`src/rtl/inst_fetch_buffer_pkg.sv`:
```
// Shared defines and constants for the instruction fetch buffer.
// Defines are guarded so an existing project-wide header takes precedence.
`ifndef WORD_WIDTH
`define WORD_WIDTH 32
`endif
`ifndef ZERO_WORD
`define ZERO_WORD {`WORD_WIDTH{1'b0}}
`endif
`ifndef RESET_PC
`define RESET_PC 32'h0000_0000
`endif
`ifndef INST_ALIGN_W
`define INST_ALIGN_W 2
`endif

package inst_fetch_buffer_pkg;

    localparam int unsigned InstAlignW = `INST_ALIGN_W;
    localparam int unsigned PcStep     = 1 << InstAlignW;

endpackage

```
`src/rtl/inst_fetch_buffer_fetch_fifo.sv`:
```
// Small synchronous FIFO holding {pc, inst} pairs; clear empties it in one cycle.
// The head word is read straight from the storage registers.
module fetch_fifo #(
    parameter int unsigned DW    = 64,
    parameter int unsigned DEPTH = 4
) (
    input  logic                   clk,
    input  logic                   rst,
    input  logic                   clear,
    input  logic                   push,
    input  logic                   pop,
    input  logic [DW-1:0]          wdata,
    output logic [DW-1:0]          rdata,
    output logic                   full,
    output logic                   empty,
    output logic [$clog2(DEPTH):0] count
);

    localparam int unsigned AW = $clog2(DEPTH);
    localparam logic [AW:0] FullCount = (AW + 1)'(DEPTH);

    logic [DW-1:0] mem_q [DEPTH];
    logic [AW-1:0] wr_ptr_q;
    logic [AW-1:0] rd_ptr_q;
    logic [AW:0]   count_q;
    logic          do_push;
    logic          do_pop;

    assign empty   = (count_q == '0);
    assign full    = (count_q == FullCount);
    assign count   = count_q;
    assign rdata   = mem_q[rd_ptr_q];
    assign do_pop  = pop && !empty;
    assign do_push = push && (!full || do_pop);

    always_ff @(posedge clk) begin
        if (do_push && !rst && !clear) begin
            mem_q[wr_ptr_q] <= wdata;
        end
    end

    always_ff @(posedge clk) begin
        if (rst || clear) begin
            wr_ptr_q <= '0;
            rd_ptr_q <= '0;
            count_q  <= '0;
        end else begin
            if (do_push) begin
                wr_ptr_q <= wr_ptr_q + 1'b1;
            end
            if (do_pop) begin
                rd_ptr_q <= rd_ptr_q + 1'b1;
            end
            if (do_push && !do_pop) begin
                count_q <= count_q + 1'b1;
            end else if (!do_push && do_pop) begin
                count_q <= count_q - 1'b1;
            end
        end
    end

endmodule

```
`src/rtl/inst_fetch_buffer.sv`:
```
// IF stage: sequential fetch over a single-outstanding req/ack port, buffered into fetch_fifo.
// Define IF_BYPASS_EN to forward an ack straight to the decoder when the FIFO is empty.
module inst_fetch_buffer
    import inst_fetch_buffer_pkg::*;
#(
    parameter int unsigned  W        = `WORD_WIDTH,
    parameter int unsigned  DEPTH    = 4,
    parameter logic [W-1:0] RESET_PC = `RESET_PC
) (
    input  logic         clk,
    input  logic         rst,
    input  logic         stall,
    input  logic         redirect,
    input  logic [W-1:0] redirect_pc,
    output logic         imem_req,
    output logic [W-1:0] imem_addr,
    input  logic         imem_ack,
    input  logic [W-1:0] imem_rdata,
    output logic [W-1:0] inst,
    output logic [W-1:0] inst_pc,
    output logic         inst_valid,
    output logic         bubble
);

    localparam int unsigned CW        = $clog2(DEPTH) + 1;
    localparam logic [CW-1:0] DepthC  = CW'(DEPTH);
    localparam logic [W-1:0] AlignMask = ~W'(PcStep - 1);

    logic [W-1:0]   fetch_pc_q, fetch_pc_d;
    logic [W-1:0]   addr_q;
    logic           inflight_q, inflight_d;
    logic           drop_q, drop_d;
    logic           accepted;
    logic           take;
    logic           bypass;
    logic           head_valid;
    logic           fifo_push, fifo_pop, fifo_full, fifo_empty;
    logic [CW-1:0]  fifo_count;
    logic [2*W-1:0] fifo_rdata;

    // A pending request keeps its original address even after a redirect moves fetch_pc.
    assign imem_req  = !rst && (inflight_q || (fifo_count < DepthC));
    assign imem_addr = inflight_q ? addr_q : fetch_pc_q;
    assign accepted  = imem_req && imem_ack;
    assign take      = accepted && !drop_q && !redirect;

`ifdef IF_BYPASS_EN
    assign bypass    = take && fifo_empty;
    assign fifo_push = take && (!bypass || stall);
`else
    assign bypass    = 1'b0;
    assign fifo_push = take;
`endif

    assign head_valid = !fifo_empty;
    assign fifo_pop   = head_valid && !stall && !redirect;

    fetch_fifo #(
        .DW    (2 * W),
        .DEPTH (DEPTH)
    ) u_fetch_fifo (
        .clk   (clk),
        .rst   (rst),
        .clear (redirect),
        .push  (fifo_push),
        .pop   (fifo_pop),
        .wdata ({imem_addr, imem_rdata}),
        .rdata (fifo_rdata),
        .full  (fifo_full),
        .empty (fifo_empty),
        .count (fifo_count)
    );

    always_comb begin
        inst_valid = head_valid || bypass;
        bubble     = !inst_valid;
        inst       = `ZERO_WORD;
        inst_pc    = `ZERO_WORD;
        if (head_valid) begin
            inst    = fifo_rdata[W-1:0];
            inst_pc = fifo_rdata[2*W-1:W];
        end else if (bypass) begin
            inst    = imem_rdata;
            inst_pc = imem_addr;
        end
    end

    always_comb begin
        fetch_pc_d = fetch_pc_q;
        inflight_d = imem_req && !imem_ack;
        drop_d     = drop_q;
        if (accepted) begin
            drop_d = 1'b0;
        end
        if (redirect) begin
            fetch_pc_d = redirect_pc & AlignMask;
            drop_d     = imem_req && !imem_ack;
        end else if (take) begin
            fetch_pc_d = fetch_pc_q + W'(PcStep);
        end
    end

    always_ff @(posedge clk) begin
        if (rst) begin
            fetch_pc_q <= RESET_PC;
            addr_q     <= RESET_PC;
            inflight_q <= 1'b0;
            drop_q     <= 1'b0;
        end else begin
            fetch_pc_q <= fetch_pc_d;
            addr_q     <= imem_addr;
            inflight_q <= inflight_d;
            drop_q     <= drop_d;
        end
    end

    // The issue rule never lets a push land on a full FIFO without a matching pop.
    always_ff @(posedge clk) begin
        if (!rst) begin
            a_no_overflow: assert (!(fifo_push && fifo_full && !fifo_pop));
        end
    end

endmodule

```
`config.mk`:
```
export PLATFORM = sky130hd
export DESIGN_NAME = inst_fetch_buffer
export DESIGN_NICKNAME = d
export VERILOG_FILES = /design/src/rtl/inst_fetch_buffer_pkg.sv /design/src/rtl/inst_fetch_buffer_fetch_fifo.sv /design/src/rtl/inst_fetch_buffer.sv
export SDC_FILE = /design/constraint.sdc
export NUM_CORES = 1
export LEC_CHECK = 0
export ABC_CLOCK_PERIOD_IN_PS = 10200
export CAP_MARGIN = 15
export CORE_UTILIZATION = 27
export DETAILED_ROUTE_END_ITERATION = 10
export PLACE_DENSITY = 0.56
export SYNTH_ARGS = -nofsm -noshare
export SYNTH_HDL_FRONTEND = slang
export SYNTH_SLANG_ARGS = --single-unit
```
`constraint.sdc`:
```
create_clock -name clk -period 10.2 [get_ports clk]
set_clock_uncertainty 0.05 [all_clocks]
set_input_delay 2.04 -clock clk [delete_from_list [all_inputs] [get_ports clk]]
set_output_delay 2.04 -clock clk [all_outputs]
set_load 0.02 [all_outputs]
```
==> impl.org <==
** STA
- The count of final max-slew check failures is 0.
- Post-route clock period utilization :: a little under three fifths
- Achievable Freq :: approximately 180 MHz
- Setup repair after global routing missed its margin :: no
- Final TNS setup :: 0 ns
- Time the worst path needs with I/O delays and setup :: around 5.6 ns
- For the pin with the worst max-slew slack, the measured transition is about 1.0 ns.
- In this run the tightest slew margin relative to its limit is 30.1%.
- The number of endpoints with negative hold slack in the final report was 0.
- Setup violations, final :: 0

** Power
- Across the VDD grid, the largest voltage drop is roughly 0.000095 V.
- Total power consumption of the routed design :: 3210 µW
- Leakage dissipation :: between 0.005 and 0.006 µW
- Power spread over the standard cell area amounts to 190 nW/µm².

** Clock network
- Post-CTS setup-driven buffer insertion count :: 0
- Buffer levels on the longest clock path :: 3
- The number of hold buffers added after CTS was 0.
- Clock slew at the register clock pins of the worst setup and hold paths :: ~0.06 ns
- CTS Root Buffer Type :: sky130_fd_sc_hd__clkbuf_16
- CTS tree :: yes
- The tree built by TritonCTS fans out to around 330 sinks.
- In this run, CTS created clock tree buffers numbering 38.
- Clock latency at the later pin of the worst-skew pair :: roughly 0.53 ns
- In this run, post-CTS repair resized a total of 0 instances.
- Maximum level of the CTS H-tree :: 2

** Global route
- Pin count of the biggest net entering global routing :: 63
- First-pass GRT wire length :: around 48000 µm
- Total track usage :: a little over an eighth
- The initial antenna violation count is 0.
- Summed over all layers, the global routing overflow is 0.
- Via count of the first global-routing pass :: between 7000 and 8000

** Die
- For this configuration, the core starts out at a cell density of a little over a quarter.
- The floorplan step defined a die boundary enclosing 49500 µm².
- The initialized floorplan defines 80 standard-cell rows.
- Die X-Extent :: about 220 µm
- Placeable core region :: 47800 µm²
- between 150 and 200 I/O pins were placed.
- The floorplan step set the die height to approximately 220 µm.

** Worst setup path
- Highest-delay cell along the critical path :: sky130_fd_sc_hd__clkdlybuf4s50_1
- Largest stage delay, worst path :: 0.56 ns
- Kind of start point of the critical path :: primary input
- By instance count, the cell type seen most on the critical path is sky130_fd_sc_hd__clkdlybuf4s50_1.
- CP Capture Type :: output pin
- For the worst setup path, the data required time is 8.11 ns.
- Of all nets on the critical path, the largest fanout is 31.
- For the worst setup path, the data arrival time is approximately 3.5 ns.
- The critical path goes through clkdlybuf4s50_1 -> buf_4 -> nor2_1 -> clkdlybuf4s50_1.
- The critical path in this run is classified as in -> out.

** Logic synthesis
- Register bit count reported by yosys :: 329
- Portion of the post-synthesis area used by sequential elements :: a little over two thirds
- Cells after Synth :: ~780
- The mapped netlist covers roughly 13000 µm².
- Summed over its instances, the top area cell type makes up around three fifths of the synthesized netlist area.
- Yosys instantiated no cell more often than sky130_fd_sc_hd__edfxtp_1.
- The commonest cells after synthesis are 256 x sky130_fd_sc_hd__edfxtp_1, 100 x sky130_fd_sc_hd__and2_1, 73 x sky130_fd_sc_hd__dfxtp_1, 64 x sky130_fd_sc_hd__mux4_2, 34 x sky130_fd_sc_hd__nor2_1.
- For this run, asynchronously set or reset flops after synthesis account for 0%.
- Leading area contributor after synthesis :: sky130_fd_sc_hd__edfxtp_1
- Yosys mapped a number of flops with a built-in enable equal to about 260.
- Average footprint of a synthesized cell :: between 15 and 20 µm²
- After synthesis, the netlist uses between 40 and 50 different library cells.
- Post-Syn Nets :: about 850
- Top post-synthesis cells by area :: sky130_fd_sc_hd__edfxtp_1 59%, sky130_fd_sc_hd__dfxtp_1 11%, sky130_fd_sc_hd__mux4_2 11%
- The Yosys step of the flow raised 0 warnings.
- The most used flip-flop cell after synthesis is sky130_fd_sc_hd__edfxtp_1.

** Route
- First-pass detailed-route iteration total :: 4
- In the routed design, unresolved DRC markers number 0.
- Detailed-route wire length :: approximately 32000 µm
- Count of routing violations after the opening detailed-route iteration :: 401
- In the final routed layout, each cell accounts on average for about 20 µm.
- Total number of vias :: between 7000 and 8000
- Number of nets still failing antenna checks after routing :: 0
- Dividing the detail-routed via count by the number of cells gives roughly 4.5.

** Layout
- The number of antenna diodes in the final layout is 0.
- Filler Cell Count :: 4589
- Relative to the synthesized area, the layout overhead comes to 28.6%.
- Fraction of layout cells with a size suffix above 1 :: 18.9%
- The net count of the finished layout is just over 1000.

** Hold path
- Class of the tightest hold or removal check :: reg -> reg

** Placement
- Routability-driven placement finished with a final weighted congestion of 0.747.
- Port-buffer cells :: 165
- The wire-length estimate of the detail-placed layout is ~19000 µm.

** Job
- Across the run, the number of max-cap violations was 0.

** Outcome
- Outcome :: finished clean
-- report_power, final --
group          total, µW  internal [µW]  switching (µW)  leakage [µW]
clock network       1510            964             542      0.000685
registers           1490           1470            18.8       0.00291
logic                213            101             112       0.00184
-- final timing paths --
kind | startpoint | slack [ns] | cells past startpoint | end
hold reg to reg | u_fetch_fifo.count[2] | 0.48 | 2 | u_fetch_fifo.count[2]
setup / recovery | rst | 4.57 | 4 | imem_req
setup reg to reg | inflight_q | 6.80 | 4 | u_fetch_fifo.mem_q[3][47]
hold / removal | u_fetch_fifo.count[2] | 0.48 | 2 | u_fetch_fifo.count[2]
-- metrics by stage --
stage          hold slack, ns  cell area, µm²  instances  utilization (%)  setup WS (ns)
2_1_floorplan           0.423           13100        777                -           5.52
3_3_place_gp            0.467           15500       1528             32.4           4.55
3_5_place_dp            0.469           15500       1528             32.4           4.56
4_1_cts                 0.480           16900       1598             35.3           4.43
5_1_grt                 0.507           16900       1598             35.3           4.31
6_report                0.483           16900       1598             35.3           4.57
-- metal layers --
metal	GRT usage, %	vias up	wire length (µm)
met3	3.11	41	1610
li1	-	3347	-
met1	17.4	3678	14500
met2	21.3	175	15200
met4	3.18	0	529
met5	0	-	0
-- area by class of cell --
type                       count  area, µm²  area share (%)
sequential                   329       9160            54.2
multi-input combinational    399       3790            22.5
timing repair buffer         175       1730            10.2
clock buffer                  52       1110            6.57
tap                          615        769            4.56
clock inverter                18        290            1.72
inverter                      10       37.5           0.222
-- cells by family after synthesis --
| logic type | share of synthesized area, % |
|---|---|
| DFF | 69.7 |
| and+or+nand+nor | 10.1 |
| muxes | 13.4 |
| AOI/OAI and AO/OA | 2.72 |
| buffers and inverters | 1.54 |
| xor gates and xnor gates | 1.80 |
| adders and majority gates | 0.725 |
-- state kept, by name (all words and copies together) (netlist names), named ones only --
signal                 cells
u_fetch_fifo.count         3
drop_q                     1
u_fetch_fifo.wr_ptr_q      2
inflight_q                 1
addr_q                    32
u_fetch_fifo.mem_q       256
u_fetch_fifo.rd_ptr_q      2
fetch_pc_q                30
-- worst max-delay path: cells and delay by family --
kind | cells | cell delay [ns]
simple gates | 1 | 0.13
buf+inv | 3 | 1.37
-- placed cells by master (no fill, tap or decap), drive strengths merged, types with 9 or more instances in the layout --
master / netlist / final
nor3: 11 / 11
nand3: 11 / 11
clkbuf: 30 / 52
clkdlybuf4s50: 0 / 165
inv: 10 / 10
a211oi: 19 / 19
nor2: 34 / 34
or3: 9 / 9
nand2: 20 / 20
o21ai: 14 / 14
edfxtp: 256 / 256
mux2: 26 / 26
and2: 100 / 100
mux4: 64 / 64
dfxtp: 73 / 73
buf: 9 / 10
xnor2: 19 / 19
clkinv: 0 / 9
nor4: 10 / 10
(Power assumes the default switching activity.)
